### config.mk
export PLATFORM = sky130hd
export DESIGN_NAME = pkt_tx_packer
export DESIGN_NICKNAME = d
export VERILOG_FILES = /design/src/rtl/xge_pkt_pkg.sv /design/src/rtl/pkt_tx_word_fifo.sv /design/src/rtl/pkt_tx_packer.sv
export SDC_FILE = /design/constraint.sdc
export NUM_CORES = 1
export LEC_CHECK = 0
export ABC_AREA = 1
export BUFFER_PORTS_ARGS = -buffer_cell sky130_fd_sc_hd__buf_2
export CORE_MARGIN = 2
export CORE_UTILIZATION = 65
export CTS_BUF_LIST = sky130_fd_sc_hd__clkbuf_16
export CTS_CLUSTER_DIAMETER = 60
export CTS_CLUSTER_SIZE = 14
export DETAILED_ROUTE_END_ITERATION = 8
export PLACE_DENSITY = 0.82
export SLEW_MARGIN = 20
export SYNTH_ARGS = -nofsm -noshare
export SYNTH_HDL_FRONTEND = slang
export SYNTH_SLANG_ARGS = --single-unit
### constraint.sdc
create_clock -name clk_156m25 -period 23.2 [get_ports clk_156m25]
set_input_delay 6.96 -clock clk_156m25 [delete_from_list [all_inputs] [get_ports clk_156m25]]
set_output_delay 6.96 -clock clk_156m25 [all_outputs]
set_load 0.005 [all_outputs]
### src/rtl/xge_pkt_pkg.sv
// xge_pkt_pkg: lane constants, packed word struct and packer states for the pkt_tx path
package xge_pkt_pkg;

    localparam int WORD_W = 64;
    localparam int LANE_W = 8;
    localparam logic [2:0] LANE_LAST = 3'd7;

    typedef struct packed {
        logic [WORD_W-1:0] data;
        logic              sop;
        logic              eop;
        logic [2:0]        mod;
    } pkt_word_t;

    typedef enum logic [1:0] {
        ST_IDLE,
        ST_PACK,
        ST_DISCARD
    } tx_state_t;

    // Byte index 0 lands in the most significant lane of the word
    function automatic logic [WORD_W-1:0] lane_insert(
        input logic [WORD_W-1:0] acc,
        input logic [2:0]        idx,
        input logic [7:0]        b
    );
        logic [WORD_W-1:0] w;
        w = acc;
        w[WORD_W-1-LANE_W*int'(idx) -: LANE_W] = b;
        return w;
    endfunction

endpackage

### src/rtl/pkt_tx_word_fifo.sv
// pkt_tx_word_fifo: two-entry word FIFO decoupling the packer from MAC backpressure
module pkt_tx_word_fifo
    import xge_pkt_pkg::*;
(
    input  logic       clk,
    input  logic       rst,
    input  logic       push,
    input  pkt_word_t  push_word,
    input  logic       pop,
    output pkt_word_t  head,
    output logic [1:0] count
);

    pkt_word_t  mem_q [2];
    pkt_word_t  mem_d [2];
    logic       wr_q, wr_d;
    logic       rd_q, rd_d;
    logic [1:0] count_q, count_d;
    logic       do_push, do_pop;

    // Pushes into a full FIFO and pops from an empty one are ignored
    always_comb begin
        do_push = push && count_q != 2'd2;
        do_pop  = pop && count_q != 2'd0;
        mem_d   = mem_q;
        if (do_push) mem_d[wr_q] = push_word;
        wr_d    = wr_q ^ do_push;
        rd_d    = rd_q ^ do_pop;
        count_d = count_q + {1'b0, do_push} - {1'b0, do_pop};
    end

    // Storage, pointers and occupancy
    always_ff @(posedge clk or posedge rst) begin
        if (rst) begin
            mem_q[0] <= '0;
            mem_q[1] <= '0;
            wr_q     <= 1'b0;
            rd_q     <= 1'b0;
            count_q  <= 2'd0;
        end else begin
            mem_q    <= mem_d;
            wr_q     <= wr_d;
            rd_q     <= rd_d;
            count_q  <= count_d;
        end
    end

    assign head  = mem_q[rd_q];
    assign count = count_q;

endmodule

### src/rtl/pkt_tx_packer.sv
// pkt_tx_packer: packs a byte stream into 64-bit xge_mac pkt_tx words with truncation of oversize frames
module pkt_tx_packer
    import xge_pkt_pkg::*;
#(
    parameter int MAX_FRAME_BYTES = 9600,
    parameter int CNT_W           = 32
) (
    input  logic             clk_156m25,
    input  logic             reset_156m25,
    input  logic [7:0]       s_data,
    input  logic             s_valid,
    input  logic             s_last,
    output logic             s_ready,
    input  logic             pkt_tx_full,
    output logic [63:0]      pkt_tx_data,
    output logic             pkt_tx_val,
    output logic             pkt_tx_sop,
    output logic             pkt_tx_eop,
    output logic [2:0]       pkt_tx_mod,
    output logic             trunc_err,
    output logic [CNT_W-1:0] tx_frame_count
);

    localparam int BC_W = $clog2(MAX_FRAME_BYTES + 1);

    tx_state_t        state_q, state_d;
    logic [2:0]       idx_q, idx_d;
    logic [63:0]      acc_q, acc_d;
    logic             first_q, first_d;
    logic [BC_W-1:0]  bcnt_q, bcnt_d, bcnt_inc;
    logic             trunc_q, trunc_d;
    logic [63:0]      data_q, data_d;
    logic             val_q, val_d;
    logic             sop_q, sop_d;
    logic             eop_q, eop_d;
    logic [2:0]       mod_q, mod_d;
    logic [CNT_W-1:0] fcnt_q, fcnt_d;
    logic             accept, packing, trunc, last_eff, push, pop;
    pkt_word_t        push_word, head;
    logic [1:0]       fifo_count;

    assign s_ready = !reset_156m25 && (state_q == ST_DISCARD || fifo_count != 2'd2);

    // Byte packing, truncation detection and frame state
    always_comb begin
        accept         = s_valid && s_ready;
        packing        = accept && state_q != ST_DISCARD;
        bcnt_inc       = bcnt_q + BC_W'(1);
        trunc          = packing && !s_last && bcnt_inc == BC_W'(MAX_FRAME_BYTES);
        last_eff       = s_last || trunc;
        push           = packing && (idx_q == LANE_LAST || last_eff);
        push_word.data = lane_insert(acc_q, idx_q, s_data);
        push_word.sop  = first_q || state_q == ST_IDLE;
        push_word.eop  = last_eff;
        push_word.mod  = idx_q + 3'd1;
        idx_d          = packing ? (push ? 3'd0 : idx_q + 3'd1) : idx_q;
        acc_d          = packing ? (push ? '0 : push_word.data) : acc_q;
        first_d        = packing ? !push && push_word.sop : first_q;
        bcnt_d         = packing ? (last_eff ? '0 : bcnt_inc) : bcnt_q;
        trunc_d        = trunc;
        state_d        = state_q == ST_DISCARD ? (accept && s_last ? ST_IDLE : ST_DISCARD) :
                         !packing ? state_q :
                         trunc ? ST_DISCARD :
                         s_last ? ST_IDLE : ST_PACK;
    end

    // Output stage pops one word per edge whenever the MAC has room
    always_comb begin
        pop    = fifo_count != 2'd0 && !pkt_tx_full;
        val_d  = pop;
        data_d = pop ? head.data : data_q;
        sop_d  = pop ? head.sop : sop_q;
        eop_d  = pop ? head.eop : eop_q;
        mod_d  = pop ? head.mod : mod_q;
        fcnt_d = fcnt_q + CNT_W'(pop && head.eop);
    end

    pkt_tx_word_fifo u_fifo (
        .clk       (clk_156m25),
        .rst       (reset_156m25),
        .push      (push),
        .push_word (push_word),
        .pop       (pop),
        .head      (head),
        .count     (fifo_count)
    );

    // Packer state and registered MAC-side outputs
    always_ff @(posedge clk_156m25 or posedge reset_156m25) begin
        if (reset_156m25) begin
            state_q <= ST_IDLE;
            idx_q   <= 3'd0;
            acc_q   <= '0;
            first_q <= 1'b0;
            bcnt_q  <= '0;
            trunc_q <= 1'b0;
            data_q  <= '0;
            val_q   <= 1'b0;
            sop_q   <= 1'b0;
            eop_q   <= 1'b0;
            mod_q   <= 3'd0;
            fcnt_q  <= '0;
        end else begin
            state_q <= state_d;
            idx_q   <= idx_d;
            acc_q   <= acc_d;
            first_q <= first_d;
            bcnt_q  <= bcnt_d;
            trunc_q <= trunc_d;
            data_q  <= data_d;
            val_q   <= val_d;
            sop_q   <= sop_d;
            eop_q   <= eop_d;
            mod_q   <= mod_d;
            fcnt_q  <= fcnt_d;
        end
    end

    assign pkt_tx_data    = data_q;
    assign pkt_tx_val     = val_q;
    assign pkt_tx_sop     = sop_q;
    assign pkt_tx_eop     = eop_q;
    assign pkt_tx_mod     = mod_q;
    assign trunc_err      = trunc_q;
    assign tx_frame_count = fcnt_q;

endmodule
==> reports/results.md <==
Status
- **status** complete, no violations

Global route
- **overflow left after global routing** 0
- **number of antenna violations at the first check in global routing** 0
- **global-route wire length before repair** 57.0 mm
- **via count of the first global-routing pass** 11,500
- **pin count of the biggest net entering global routing** 194
- **overall global routing resource usage** 28.9%

Layout
- **most frequent cells in the layout** 563 x sky130_fd_sc_hd__nand2_1, 327 x sky130_fd_sc_hd__dfrtp_1, 187 x sky130_fd_sc_hd__o21ai_0
- **number of inserted filler cells in the final layout** 1,680
- **most frequent standard cell in the layout excluding fill and tap cells** sky130_fd_sc_hd__nand2_1
- **Net count, final** 1,819
- **growth of design area from synthesis to finish** 9.55%
- **layout cell share with drive strength beyond 1** 10.2%
- **antenna fix cells** 0
- **final non-filler cell area** 16,100 sq um

Floorplan
- **Die Area** 23,900 sq um
- **std cell rows** 55
- **floorplan core area** 22,400 sq um
- **floorplan die width** 154 um
- **Die Height** 154 um
- **io pins** 117
- **starting density of the core** 65.6%

Critical path
- **endpoint class of the critical path** output pin
- **start-to-end type of the worst setup path** input port to output pin
- **critical path startpoint category** input port
- **Data arrival, critical path** 7.42 ns
- **crit-path max FO** 2
- **Worst path max stage delay** 0.18 ns
- **cells traversed along the worst timing path** buf_2 -> a31oi_1 -> buf_2
- **Worst path slowest cell** sky130_fd_sc_hd__a31oi_1
- **required time of the critical path** 16.24 ns
- **crit-path most repeated cell** sky130_fd_sc_hd__buf_2

Power and ir drop
- **LEAKAGE** 8.16 nW
- **total power per unit cell area** 119 nW/um^2
- **maximum resistive drop on vdd** 0.0639 mV
- **Design Power** 1.92 mW

Drt
- **Routed wire per std cell** 16.2 um
- **1st-iter DRT viols** 1,054
- **met2 routed wirelength** 16.1 mm
- **routed wl met3** 2.16 mm
- **highest routed metal layer** met4
- **remaining design rule violation count** 0
- **via density per instance** 5.80
- **remaining number of nets flagged by the antenna check after routing** 0
- **1st-pass router iterations** 5
- **final wirelength** 33.7 mm
- **via count of the routed design** 12,100
- **met1 layer wirelength in the final routing** 14.7 mm

STA
- **Rel. slew slack** 33.3%
- **worst clock skew** 0.0216 ns
- **Final Max Slew Viols** 0
- **FMAX** 69.6 MHz
- **setup slack of the critical path after layout** 8.82 ns
- **worst slack on hold paths** 0.468 ns
- **final setup violation count** 0
- **sum of negative setup slack** 0 ns
- **shortest period the worst path allows** 14.38 ns
- **total count of hold-check failures in the final report** 0
- **RSZ-0062 raised after global routing** no
- **slew at the pin with the worst max-slew slack** 1.00 ns
- **final critical-path share of the clock period** 62.0%

Placement
- **cell area after placement** 15,300 sq um
- **total half-perimeter wirelength after legalization and detailed placement** 21.5 mm
- **IO buf count** 116
- **Setup WS pre-CTS** 8.84 ns
- **GPL Wtd Cong** 0.964

Clock tree
- **sink count of the clock tree** 329
- **number of buffers on the longest clock path** 3
- **Num CTS Buffers** 28
- **number of buffers inserted for hold repair after clock tree synthesis** 0
- **CTS root buf** sky130_fd_sc_hd__clkbuf_16
- **Post-CTS Resized** 0
- **clock latency reported for the late side of the worst-skew pair** 0.55 ns
- **post-CTS setup buffer count** 0
- **clk slew on worst S/H paths** 0.06 ns
- **clock tree from TritonCTS** done
- **CTS HTree Levels** 1

Run
- **max capacitance violation total** 0

Synth
- **Syn Inst Count** 1,741
- **Post-Syn Area per Cell** 8.45 sq um
- **number of nets in the synthesized netlist** 1,766
- **total of flip-flops plus latches after synthesis** 329
- **sequential cell area fraction in the yosys report** 55.9%
- **post-synthesis cell type count** 38
- **Post-Syn Area** 14,700 sq um
- **Ys Warns** 0

Worst hold path
- **worst min path class** flop to flop

[final cells by class]
type / instances / area, sq um / share of cell area, %
clock buffer: 29 / 726 / 4.50
clock inverter: 7 / 66.3 / 0.411
inverter: 143 / 547 / 3.39
multi-input combinational: 1166 / 5520 / 34.3
sequential: 329 / 8240 / 51.1
tap: 285 / 357 / 2.21
timing repair buffer: 126 / 668 / 4.14
[critical path: cells and delay by family]
family / cells / cell delay (ns)
buffers and inverters: 2 / 0.28
AO/OA/AOI/OAI: 1 / 0.18
[routing by layer]
| layer | track usage (%) | vias to the layer above |
|---|---|---|
| li1 | - | 5775 |
| met1 | 41.0 | 5838 |
| met2 | 47.0 | 412 |
| met3 | 4.20 | 60 |
| met4 | 9.04 | 0 |
| met5 | 0 | - |
[cells by family (layout without fill, tap and decap cells)]
| family | after synthesis | in the layout | synth area share (%) |
|---|---|---|---|
| xor+xnor | 33 | 33 | 1.96 |
| buf+inv | 246 | 305 | 6.63 |
| fa+ha+maj | 12 | 12 | 1.02 |
| compound gates | 273 | 273 | 10.1 |
| flops | 329 | 329 | 55.9 |
| simple gates | 848 | 848 | 24.4 |
[flip-flops by register name, summed over array words and instances, names as in the netlist, 2 cells and up]
register        flops
idx_q               3
state_q             2
tx_frame_count     32
bcnt_q             14
pkt_tx_data        64
u_fifo.count        2
acc_q              64
u_fifo.mem_q      138
pkt_tx_mod          3
[Yosys cell counts]
master | count | area [sq um]
sky130_fd_sc_hd__clkbuf_2 | 1 | 5.00
sky130_fd_sc_hd__buf_1 | 7 | 26.3
sky130_fd_sc_hd__o21bai_1 | 1 | 7.51
sky130_fd_sc_hd__nor2_4 | 2 | 22.5
sky130_fd_sc_hd__buf_4 | 8 | 60.1
sky130_fd_sc_hd__buf_2 | 5 | 25.0
sky130_fd_sc_hd__nor3b_1 | 1 | 7.51
sky130_fd_sc_hd__nor3_2 | 3 | 30.0
sky130_fd_sc_hd__nand4_1 | 81 | 507
sky130_fd_sc_hd__inv_2 | 5 | 18.8
sky130_fd_sc_hd__xnor2_1 | 10 | 87.6
sky130_fd_sc_hd__nand3_1 | 50 | 250
sky130_fd_sc_hd__nand3_4 | 1 | 17.5
sky130_fd_sc_hd__inv_1 | 135 | 507
sky130_fd_sc_hd__nor3_1 | 29 | 145
sky130_fd_sc_hd__xor2_1 | 23 | 201
sky130_fd_sc_hd__a21boi_0 | 7 | 52.6
sky130_fd_sc_hd__dfrtp_1 | 329 | 8230
sky130_fd_sc_hd__a31oi_1 | 70 | 438
sky130_fd_sc_hd__o21ai_1 | 1 | 5.00
sky130_fd_sc_hd__o21ai_0 | 187 | 936
sky130_fd_sc_hd__a22oi_1 | 1 | 7.51
sky130_fd_sc_hd__nor2_1 | 105 | 394
sky130_fd_sc_hd__a21oi_1 | 1 | 5.00
sky130_fd_sc_hd__nand4_2 | 1 | 12.5
sky130_fd_sc_hd__nand2_2 | 1 | 6.26
sky130_fd_sc_hd__nand3_2 | 2 | 20.0
sky130_fd_sc_hd__clkinv_1 | 3 | 11.3
sky130_fd_sc_hd__clkbuf_1 | 80 | 300
sky130_fd_sc_hd__nand2_1 | 563 | 2110
sky130_fd_sc_hd__o22ai_1 | 4 | 25.0
sky130_fd_sc_hd__o21a_1 | 1 | 7.51
sky130_fd_sc_hd__or2_2 | 1 | 6.26
sky130_fd_sc_hd__nor2_2 | 4 | 25.0
sky130_fd_sc_hd__buf_6 | 2 | 22.5
sky130_fd_sc_hd__nand3b_1 | 2 | 15.0
sky130_fd_sc_hd__nor4_1 | 2 | 12.5
sky130_fd_sc_hd__ha_1 | 12 | 150
[path summary, 6_finish.rpt]
kind                       slack [ns]                 end  cells past startpoint               start
setup / recovery                 8.82             s_ready                      3        reset_156m25
hold / removal                   0.47  tx_frame_count[31]                      1  tx_frame_count[31]
setup reg to reg                18.36   u_fifo.mem_q[119]                     12            idx_q[1]
hold reg to reg                  0.47  tx_frame_count[31]                      1  tx_frame_count[31]
max in group asynchronous       15.16    u_fifo.mem_q[49]                      3        reset_156m25
min in group asynchronous        6.58          state_q[1]                      2        reset_156m25
[power by group]
part	total, mW	internal [mW]	switching [mW]
clock	0.430	0.232	0.198
sequential	0.881	0.763	0.117
combinational	0.605	0.199	0.406
total	1.92	1.19	0.722
[per-stage QoR]
stage          instances  utilization, %
2_1_floorplan       1741               -
3_3_place_gp        2049            68.3
3_5_place_dp        2049            68.3
4_1_cts             2085            71.9
5_1_grt             2085            71.9
6_report            2085            71.9
No activity file was read; power rests on OpenSTA's default activity.
